## src/rtl/router_pkg.sv

```systemverilog
// Shared router definitions: flit geometry, VC buffer state and hop-field helper.
package router_pkg;

  localparam int DATA_WIDTH = 64;
  localparam int HOP_MSB    = 55;
  localparam int HOP_LSB    = 48;

  typedef enum logic {
    VC_EMPTY = 1'b0,
    VC_FULL  = 1'b1
  } vc_state_t;

  // Thermometer hop count: one hop consumed == shift right by one. Zero stays zero.
  function automatic logic [DATA_WIDTH-1:0] hop_dec(input logic [DATA_WIDTH-1:0] flit);
    logic [DATA_WIDTH-1:0] f;
    f = flit;
    f[HOP_MSB:HOP_LSB] = flit[HOP_MSB:HOP_LSB] >> 1;
    return f;
  endfunction

endpackage

```

## src/rtl/vc_link_arbiter_rr_picker.sv

```systemverilog
// rr_picker: combinational round-robin search. Returns the first requester
// strictly after i_ptr (cyclically), as one-hot and as an index.
module rr_picker #(
  parameter int NUM_REQ = 2,
  parameter int PW      = 1
) (
  input  logic [NUM_REQ-1:0] i_req,
  input  logic [PW-1:0]      i_ptr,
  output logic [NUM_REQ-1:0] o_gnt,
  output logic [PW-1:0]      o_idx,
  output logic               o_any
);

  logic [PW-1:0] w_idx;

  // Walk offsets 1..NUM_REQ from the pointer; the first set request wins.
  always_comb begin
    o_gnt = '0;
    o_idx = '0;
    o_any = 1'b0;
    w_idx = '0;
    for (int k = 1; k <= NUM_REQ; k++) begin
      w_idx = PW'((int'(i_ptr) + k) % NUM_REQ);
      if (!o_any && i_req[w_idx]) begin
        o_any        = 1'b1;
        o_gnt[w_idx] = 1'b1;
        o_idx        = w_idx;
      end
    end
  end

endmodule

```

## src/rtl/vc_link_arbiter.sv

```systemverilog
// vc_link_arbiter: two-VC round-robin scheduler onto one polarity-multiplexed
// ring link. Each VC holds one flit; the hop field is decremented on egress.
// Optional per-requester grant counters are built when ARB_GRANT_CNT_EN is defined.
// Handshake: req is a level held by the requester; a 1-cycle gnt pulse the cycle
// after sampling means the flit was taken and req must drop or advance. out_valid
// is a 1-cycle strobe issued only when out_ready was high at the sending edge.
module vc_link_arbiter
  import router_pkg::*;
#(
  parameter int NUM_REQ   = 2,
  parameter int CNT_WIDTH = 16
) (
  input  logic                            clk,
  input  logic                            rst,
  input  logic                            polarity,
  input  logic [NUM_REQ-1:0]              req_even,
  input  logic [NUM_REQ-1:0]              req_odd,
  input  logic [NUM_REQ*DATA_WIDTH-1:0]   data_in_even,
  input  logic [NUM_REQ*DATA_WIDTH-1:0]   data_in_odd,
  output logic [NUM_REQ-1:0]              gnt_even,
  output logic [NUM_REQ-1:0]              gnt_odd,
  input  logic                            out_ready,
  output logic                            out_valid,
  output logic [DATA_WIDTH-1:0]           out_data,
`ifdef ARB_GRANT_CNT_EN
  output logic [NUM_REQ*CNT_WIDTH-1:0]    grant_cnt,
`endif
  output logic                            o_state_even,
  output logic                            o_state_odd
);

  localparam int PW = (NUM_REQ > 1) ? $clog2(NUM_REQ) : 1;

  // Index 0 = even VC, 1 = odd VC.
  vc_state_t               r_state [2];
  logic [PW-1:0]           r_ptr   [2];
  logic [DATA_WIDTH-1:0]   r_buf   [2];
  logic [NUM_REQ-1:0]      r_gnt   [2];
  logic                    r_out_valid;
  logic [DATA_WIDTH-1:0]   r_out_data;

  logic [NUM_REQ-1:0]      w_pick  [2];
  logic [PW-1:0]           w_idx   [2];
  logic                    w_any   [2];
  logic [DATA_WIDTH-1:0]   w_sel   [2];
  logic                    w_pol_match [2];

  rr_picker #(.NUM_REQ(NUM_REQ), .PW(PW)) u_pick_even (
    .i_req (req_even),
    .i_ptr (r_ptr[0]),
    .o_gnt (w_pick[0]),
    .o_idx (w_idx[0]),
    .o_any (w_any[0])
  );

  rr_picker #(.NUM_REQ(NUM_REQ), .PW(PW)) u_pick_odd (
    .i_req (req_odd),
    .i_ptr (r_ptr[1]),
    .o_gnt (w_pick[1]),
    .o_idx (w_idx[1]),
    .o_any (w_any[1])
  );

  assign w_sel[0]       = data_in_even[w_idx[0]*DATA_WIDTH +: DATA_WIDTH];
  assign w_sel[1]       = data_in_odd[w_idx[1]*DATA_WIDTH +: DATA_WIDTH];
  assign w_pol_match[0] = ~polarity;
  assign w_pol_match[1] = polarity;

  // Per-VC EMPTY/FULL FSMs plus the shared link output register.
  always_ff @(posedge clk) begin
    if (rst) begin
      r_out_valid <= 1'b0;
      r_out_data  <= '0;
      for (int v = 0; v < 2; v++) begin
        r_state[v] <= VC_EMPTY;
        r_ptr[v]   <= PW'(NUM_REQ - 1);
        r_buf[v]   <= '0;
        r_gnt[v]   <= '0;
      end
    end else begin
      r_out_valid <= 1'b0;
      for (int v = 0; v < 2; v++) begin
        r_gnt[v] <= '0;
        case (r_state[v])
          VC_EMPTY: begin
            if (w_any[v]) begin
              r_buf[v]   <= w_sel[v];
              r_gnt[v]   <= w_pick[v];
              r_ptr[v]   <= w_idx[v];
              r_state[v] <= VC_FULL;
            end
          end
          VC_FULL: begin
            // Polarities are exclusive, so at most one VC reaches this send.
            if (w_pol_match[v] && out_ready) begin
              r_out_valid <= 1'b1;
              r_out_data  <= hop_dec(r_buf[v]);
              r_state[v]  <= VC_EMPTY;
            end
          end
          default: r_state[v] <= VC_EMPTY;
        endcase
      end
    end
  end

  assign gnt_even     = r_gnt[0];
  assign gnt_odd      = r_gnt[1];
  assign out_valid    = r_out_valid;
  assign out_data     = r_out_data;
  assign o_state_even = r_state[0];
  assign o_state_odd  = r_state[1];

`ifdef ARB_GRANT_CNT_EN
  logic [CNT_WIDTH-1:0] r_cnt  [NUM_REQ];
  logic [CNT_WIDTH+1:0] w_sum  [NUM_REQ];

  // Grants to one requester from both VCs add together; clamp at all-ones.
  always_comb begin
    for (int i = 0; i < NUM_REQ; i++) begin
      w_sum[i] = {2'b00, r_cnt[i]} + (CNT_WIDTH+2)'(r_gnt[0][i]) + (CNT_WIDTH+2)'(r_gnt[1][i]);
    end
  end

  // Saturating grant counters.
  always_ff @(posedge clk) begin
    for (int i = 0; i < NUM_REQ; i++) begin
      if (rst)
        r_cnt[i] <= '0;
      else if (w_sum[i] > {2'b00, {CNT_WIDTH{1'b1}}})
        r_cnt[i] <= '1;
      else
        r_cnt[i] <= w_sum[i][CNT_WIDTH-1:0];
    end
  end

  for (genvar g = 0; g < NUM_REQ; g++) begin : g_cnt_out
    assign grant_cnt[g*CNT_WIDTH +: CNT_WIDTH] = r_cnt[g];
  end
`endif

endmodule
```

## config.mk

```make
export PLATFORM = sky130hd
export DESIGN_NAME = vc_link_arbiter
export DESIGN_NICKNAME = d
export VERILOG_FILES = /design/src/rtl/router_pkg.sv /design/src/rtl/vc_link_arbiter_rr_picker.sv /design/src/rtl/vc_link_arbiter.sv
export SDC_FILE = /design/constraint.sdc
export NUM_CORES = 1
export LEC_CHECK = 0
export CAP_MARGIN = 10
export CORE_ASPECT_RATIO = 0.6
export CORE_MARGIN = 2
export CORE_UTILIZATION = 30
export CTS_BUF_LIST = sky130_fd_sc_hd__clkbuf_4
export CTS_CLUSTER_SIZE = 14
export DETAILED_ROUTE_END_ITERATION = 8
export PLACE_DENSITY = 0.6
export SETUP_SLACK_MARGIN = 0.1
export SYNTH_ARGS = -nofsm -noshare
export SYNTH_HDL_FRONTEND = slang
export SYNTH_SLANG_ARGS = --single-unit
```

## constraint.sdc

```tcl
create_clock -name clk -period 11.9 [get_ports clk]
set_clock_uncertainty 0.05 [all_clocks]
set_input_delay 2.38 -clock clk [delete_from_list [all_inputs] [get_ports clk]]
set_output_delay 2.38 -clock clk [all_outputs]
set_load 0.02 [all_outputs]
```

# Word level (Yosys, flattened, before mapping)

Memories as Yosys holds them, arrays and structs flattened.
Index checks and enable logic that the tools add are counted.

Output and inout bits: 71
Bits in writable memories: 136
Bits in registers: 65
Logic and storage cells: 110
Memories: 4

Memory list:

| memory  | depth | width | read ports | clocked after memory_dff | write ports | RTL line              | text |
|---|---|---|---|---|---|---|---|
| r_buf   | 2     | 64    | 2          | 0                        | 2           | vc_link_arbiter.sv:37 | `logic [DATA_WIDTH-1:0] r_buf [2];` |
| r_gnt   | 2     | 2     | 2          | 0                        | 2           | vc_link_arbiter.sv:38 | `logic [NUM_REQ-1:0] r_gnt [2];` |
| r_ptr   | 2     | 1     | 2          | 0                        | 2           | vc_link_arbiter.sv:36 | `logic [PW-1:0] r_ptr [2];` |
| r_state | 2     | 1     | 2          | 0                        | 2           | vc_link_arbiter.sv:35 | `vc_state_t r_state [2];` |

$lt $le $gt $ge: 8
Bitwise logic cells: 15
Shifts and indexed selects: 2
Reduce and logical (&&, ||, !) cells: 10
$add $sub $neg: 4
Multiplexer cells: 65

Operators by type and width:

| kind                  | number |
|---|---|
| $mux W64              | 6 |
| $shiftx A128 B8 Y64   | 2 |
| $mux W1               | 47 |
| $mux W2               | 8 |
| $or A1 B1 Y1          | 12 |
| $logic_and A1 B1 Y1   | 8 |
| $lt A1 B2 Y1 const B  | 4 |
| $add A1 B1 Y1 const B | 4 |
| $demux W1 S1          | 4 |
| $ge A1 B1 Y1 const B  | 4 |
| $or A2 B2 Y2          | 2 |
| $logic_not A1 Y1      | 2 |
| $not A1 Y1            | 1 |

# Longest topological paths before layout

Word-level depth: 13
Depth in mapped cells: 5

# Cells and area by module

A second synthesis with hierarchy kept.

Cell total of the unflattened synthesis: 799
Area, all modules: 8,822.2 um^2

Modules (own cells, without submodules):

| module          | cells an instance | area each (um^2) | times used | sequential area each (um^2) |
|---|---|---|---|---|
| vc_link_arbiter | 789               | 8,757.1          | 1          | 5,315.1 |
| rr_picker       | 5                 | 32.5             | 2          | 0.0 |

# Least setup slack after synthesis

Ideal clock, no wire load.

Path kind: input to register
Start: input req_odd[1]
End: memory r_buf[1][36], in the netlist r_buf[0][100] (enable)
Required time: 11.276 ns
Path buffers: 0
Arrival: 6.925 ns
Slack: 4.351 ns
Stages on the path: 2
Cell sequence: nor2_1 o21ai_0

RTL lines:

| what            | RTL line              | text |
|---|---|---|
| start, declared | vc_link_arbiter.sv:17 | `input logic [NUM_REQ-1:0] req_odd,` |
| end, declared   | vc_link_arbiter.sv:37 |  |

==> metrics.txt <==
# resized after CTS=0; clk_lat worst skew=580 ps; CTS Hold Bufs=0; post-synth cell types=27; Worst Setup Start Kind=input port; Final Critical Period=5220 ps; post-route cell area=between 0.01 and 0.015 sq mm; fraction of registers with async set/reset=0%; pwr dens=around 120 mW/mm^2; RSZ-0062 raised after global routing=false; total gr overflow=0; first-pass GRT wire length=roughly 43000 um; initial antenna violation count=2; number of global-route vias before repair=about 7300; placed cells=between 1500 and 2000; die area=0.03158 sq mm; H-tree levels=4; Hold WC Path Type=flop to flop; Post-DP Area=roughly 0.013 sq mm; worst slew pin tran=between 1000 and 1500 ps; multi-input logic area=0.003383 sq mm; Max Clock Freq=191.6 MHz; CP Cell Sequence=clkdlybuf4s50_1 > o21bai_1 > o22a_4 > buf_4 > a21oi_1; 1st-iter DRT viols=around 380; min-delay src=out_data[4]; R2R Setup Slk=roughly 8700 ps; Via Count=approximately 7600; CP peak stage delay=between 900 and 1000 ps; critical path type=input port to flop; Final period util=a little over two fifths; Die Y-Extent=~140 um; share of cells above drive strength 1=between 10 and 15%; row count=between 40 and 50; total routed wirelength=27930 um; Crit path max-delay family=compound AO/OA/AOI/OAI gates; Setup TNS Final=0 ps; maxcap violations=0; Layout area overhead=42.43%; number of setup violations in the final report=0; Vias/cell=between 4 and 5; routability cong.=between 0.8 and 0.9; Syn Inst Count=approximately 930; Hold Path Stages=2; Synth warnings=0; hold path endpoint=out_data[4]; Avg Cell Area, Syn=between 9 and 10 sq um; WP buf/inv=2; Worst path slowest cell=o22a_4; final hold vios=0; TritonRoute pass-1 iters=4; Max rail drop VDD=a little under 0.07 mV; Reg area=between 0.005 and 0.006 sq mm; status=finished, final reports clean; crit path DAT=about 5500 ps; die width=228.1 um; Post-synth EDFFs=approximately 130; Filler cells=2955; reg2reg end=r_buf[0][63]; Max Slew Vio Count=0; worst-path maximum fanout=72; clock sinks=about 200; I/O Pins=335; reg2reg path depth=4; critical path capture point type=flop; Clock Root Buffer=clkbuf_4; Seq/Total Area, Yosys=roughly three fifths; Hold Slack=about 430 ps; DR WL/cell=17.01 um; hpwl dp=18910 um; CTS clk-pin slew, worst paths=between 150 and 200 ps; Initial Utilization=between 30 and 40%; # DRC=0; Post-CTS Setup Bufs=0; Max-Slew Margin vs Limit=about a quarter; # port buffers=330; largest net degree at the start of global routing=a little over 80; CTS Buf Count=17; Layout Cells excl Fill=~1600; TritonCTS clock tree=built; Worst R2R Start=r_state[0]; Antenna Nets Post-Route=0; GRT Resource Usage Total=17.67%; CTS max path bufs=2; Leakage=0.004519 uW; Req. time, crit path=about 12000 ps; top_reg_cell synth=edfxtp_1; pre-CTS WS=around 6000 ps; Seq cells post-synth=a little under 200; mapped cell area=between 0.009 and 0.01 sq mm; Nets=1483; final worst setup slack=around 6700 ps; CORE AREA=around 0.030 sq mm
## cell usage in the layout (no fill, tap or decap), types with 2 or more instances in the layout
cell type | netlist | routed
clkbuf_4 | 0 | 18
clkinv_2 | 0 | 3
clkinvlp_4 | 0 | 3
o21ai_0 | 65 | 64
clkdlybuf4s50_1 | 0 | 330
nand2b_1 | 2 | 2
diode_2 | 0 | 2
nor3_1 | 2 | 2
a21oi_2 | 100 | 100
edfxtp_1 | 133 | 133
conb_1 | 1 | 4
dfxtp_1 | 66 | 66
a31oi_1 | 63 | 63
nand2_1 | 380 | 379
a21oi_1 | 28 | 28
bufinv_16 | 0 | 2
a21boi_4 | 0 | 2
inv_6 | 0 | 4
buf_4 | 2 | 9
nor2_1 | 3 | 3
## kinds of logic (layout without fill, tap and decap cells)
logic type      count (synthesis)  after routing  synth area share [%]
simple gates                  393            393                 16.61
compound gates                263            263                 19.98
flops                         199            199                 58.81
buf+inv                        77            373                 4.555
other cells                     1              6               0.04149
## power breakdown
group / switching (uW) / internal, uW
clock network: 241 / 128
logic: 186 / 154
registers: 25.1 / 830
total: 452 / 1110
## layout make-up
class / instances / share of cell area [%]
flip-flops and latches: 199 / 41.29
multi-input cells: 660 / 26.28
repair buffers: 339 / 26.19
well taps: 408 / 3.966
clock inverters: 14 / 1.128
clock buffers: 18 / 1.050
inverters: 2 / 0.05832
diodes: 2 / 0.03888
## synth_stat cells (all sizes together), types with 3 or more instances
master | number | area share [%]
dfxtp | 66 | 15
clkbuf | 45 | 1.9
buf | 30 | 2.6
o21ai | 65 | 3.6
a31oi | 63 | 4.4
nor2 | 3 | 0.12
edfxtp | 133 | 44
nand2 | 380 | 16
a21oi | 128 | 11
## per-stage QoR
stage               util [%]  power (uW)
floorplan                  -        1046
global placement       42.24        1215
detailed placement     42.24        1217
CTS                    43.18        1585
global route           43.19        1642
finish                 43.20        1564
## sequential cells by signal, indices dropped and copies added, names as in the netlist
register   count
r_gnt          4
out_valid      1
r_buf        126
r_state        2
out_data      64
r_ptr          2
## how the worst max path moves through the flow
| stage | start | end | slack [ps] | cells past startpoint |
|---|---|---|---|---|
| after floorplan | req_odd[1] | r_buf[0][100] | 4350 | 2 |
| after global placement | req_even[0] | r_buf[0][63] | 6020 | 5 |
| after detailed placement | req_even[0] | r_buf[0][63] | 6040 | 5 |
| after CTS | req_even[0] | r_buf[0][63] | 6720 | 5 |
| after global routing | req_even[0] | r_buf[0][63] | 6590 | 5 |
| final | req_even[0] | r_buf[0][63] | 6680 | 5 |
## per-layer routing
layer,share of wire (%),track usage [%],vias up
met2,45,27.74,221
met4,0.91,3.440,0
li1,-,-,3784
met1,47,24.06,3609
met5,0,0,-
met3,7.1,5.652,18
## worst register-to-register path: cells and delay by family, from the launching register on
| kind | cells | cell delay, ps |
|---|---|---|
| buffers and inverters | 1 | 840 |
| flip-flops | 1 | 480 |
| AO/OA/AOI/OAI | 3 | 1540 |
(Power assumes the default switching activity.)
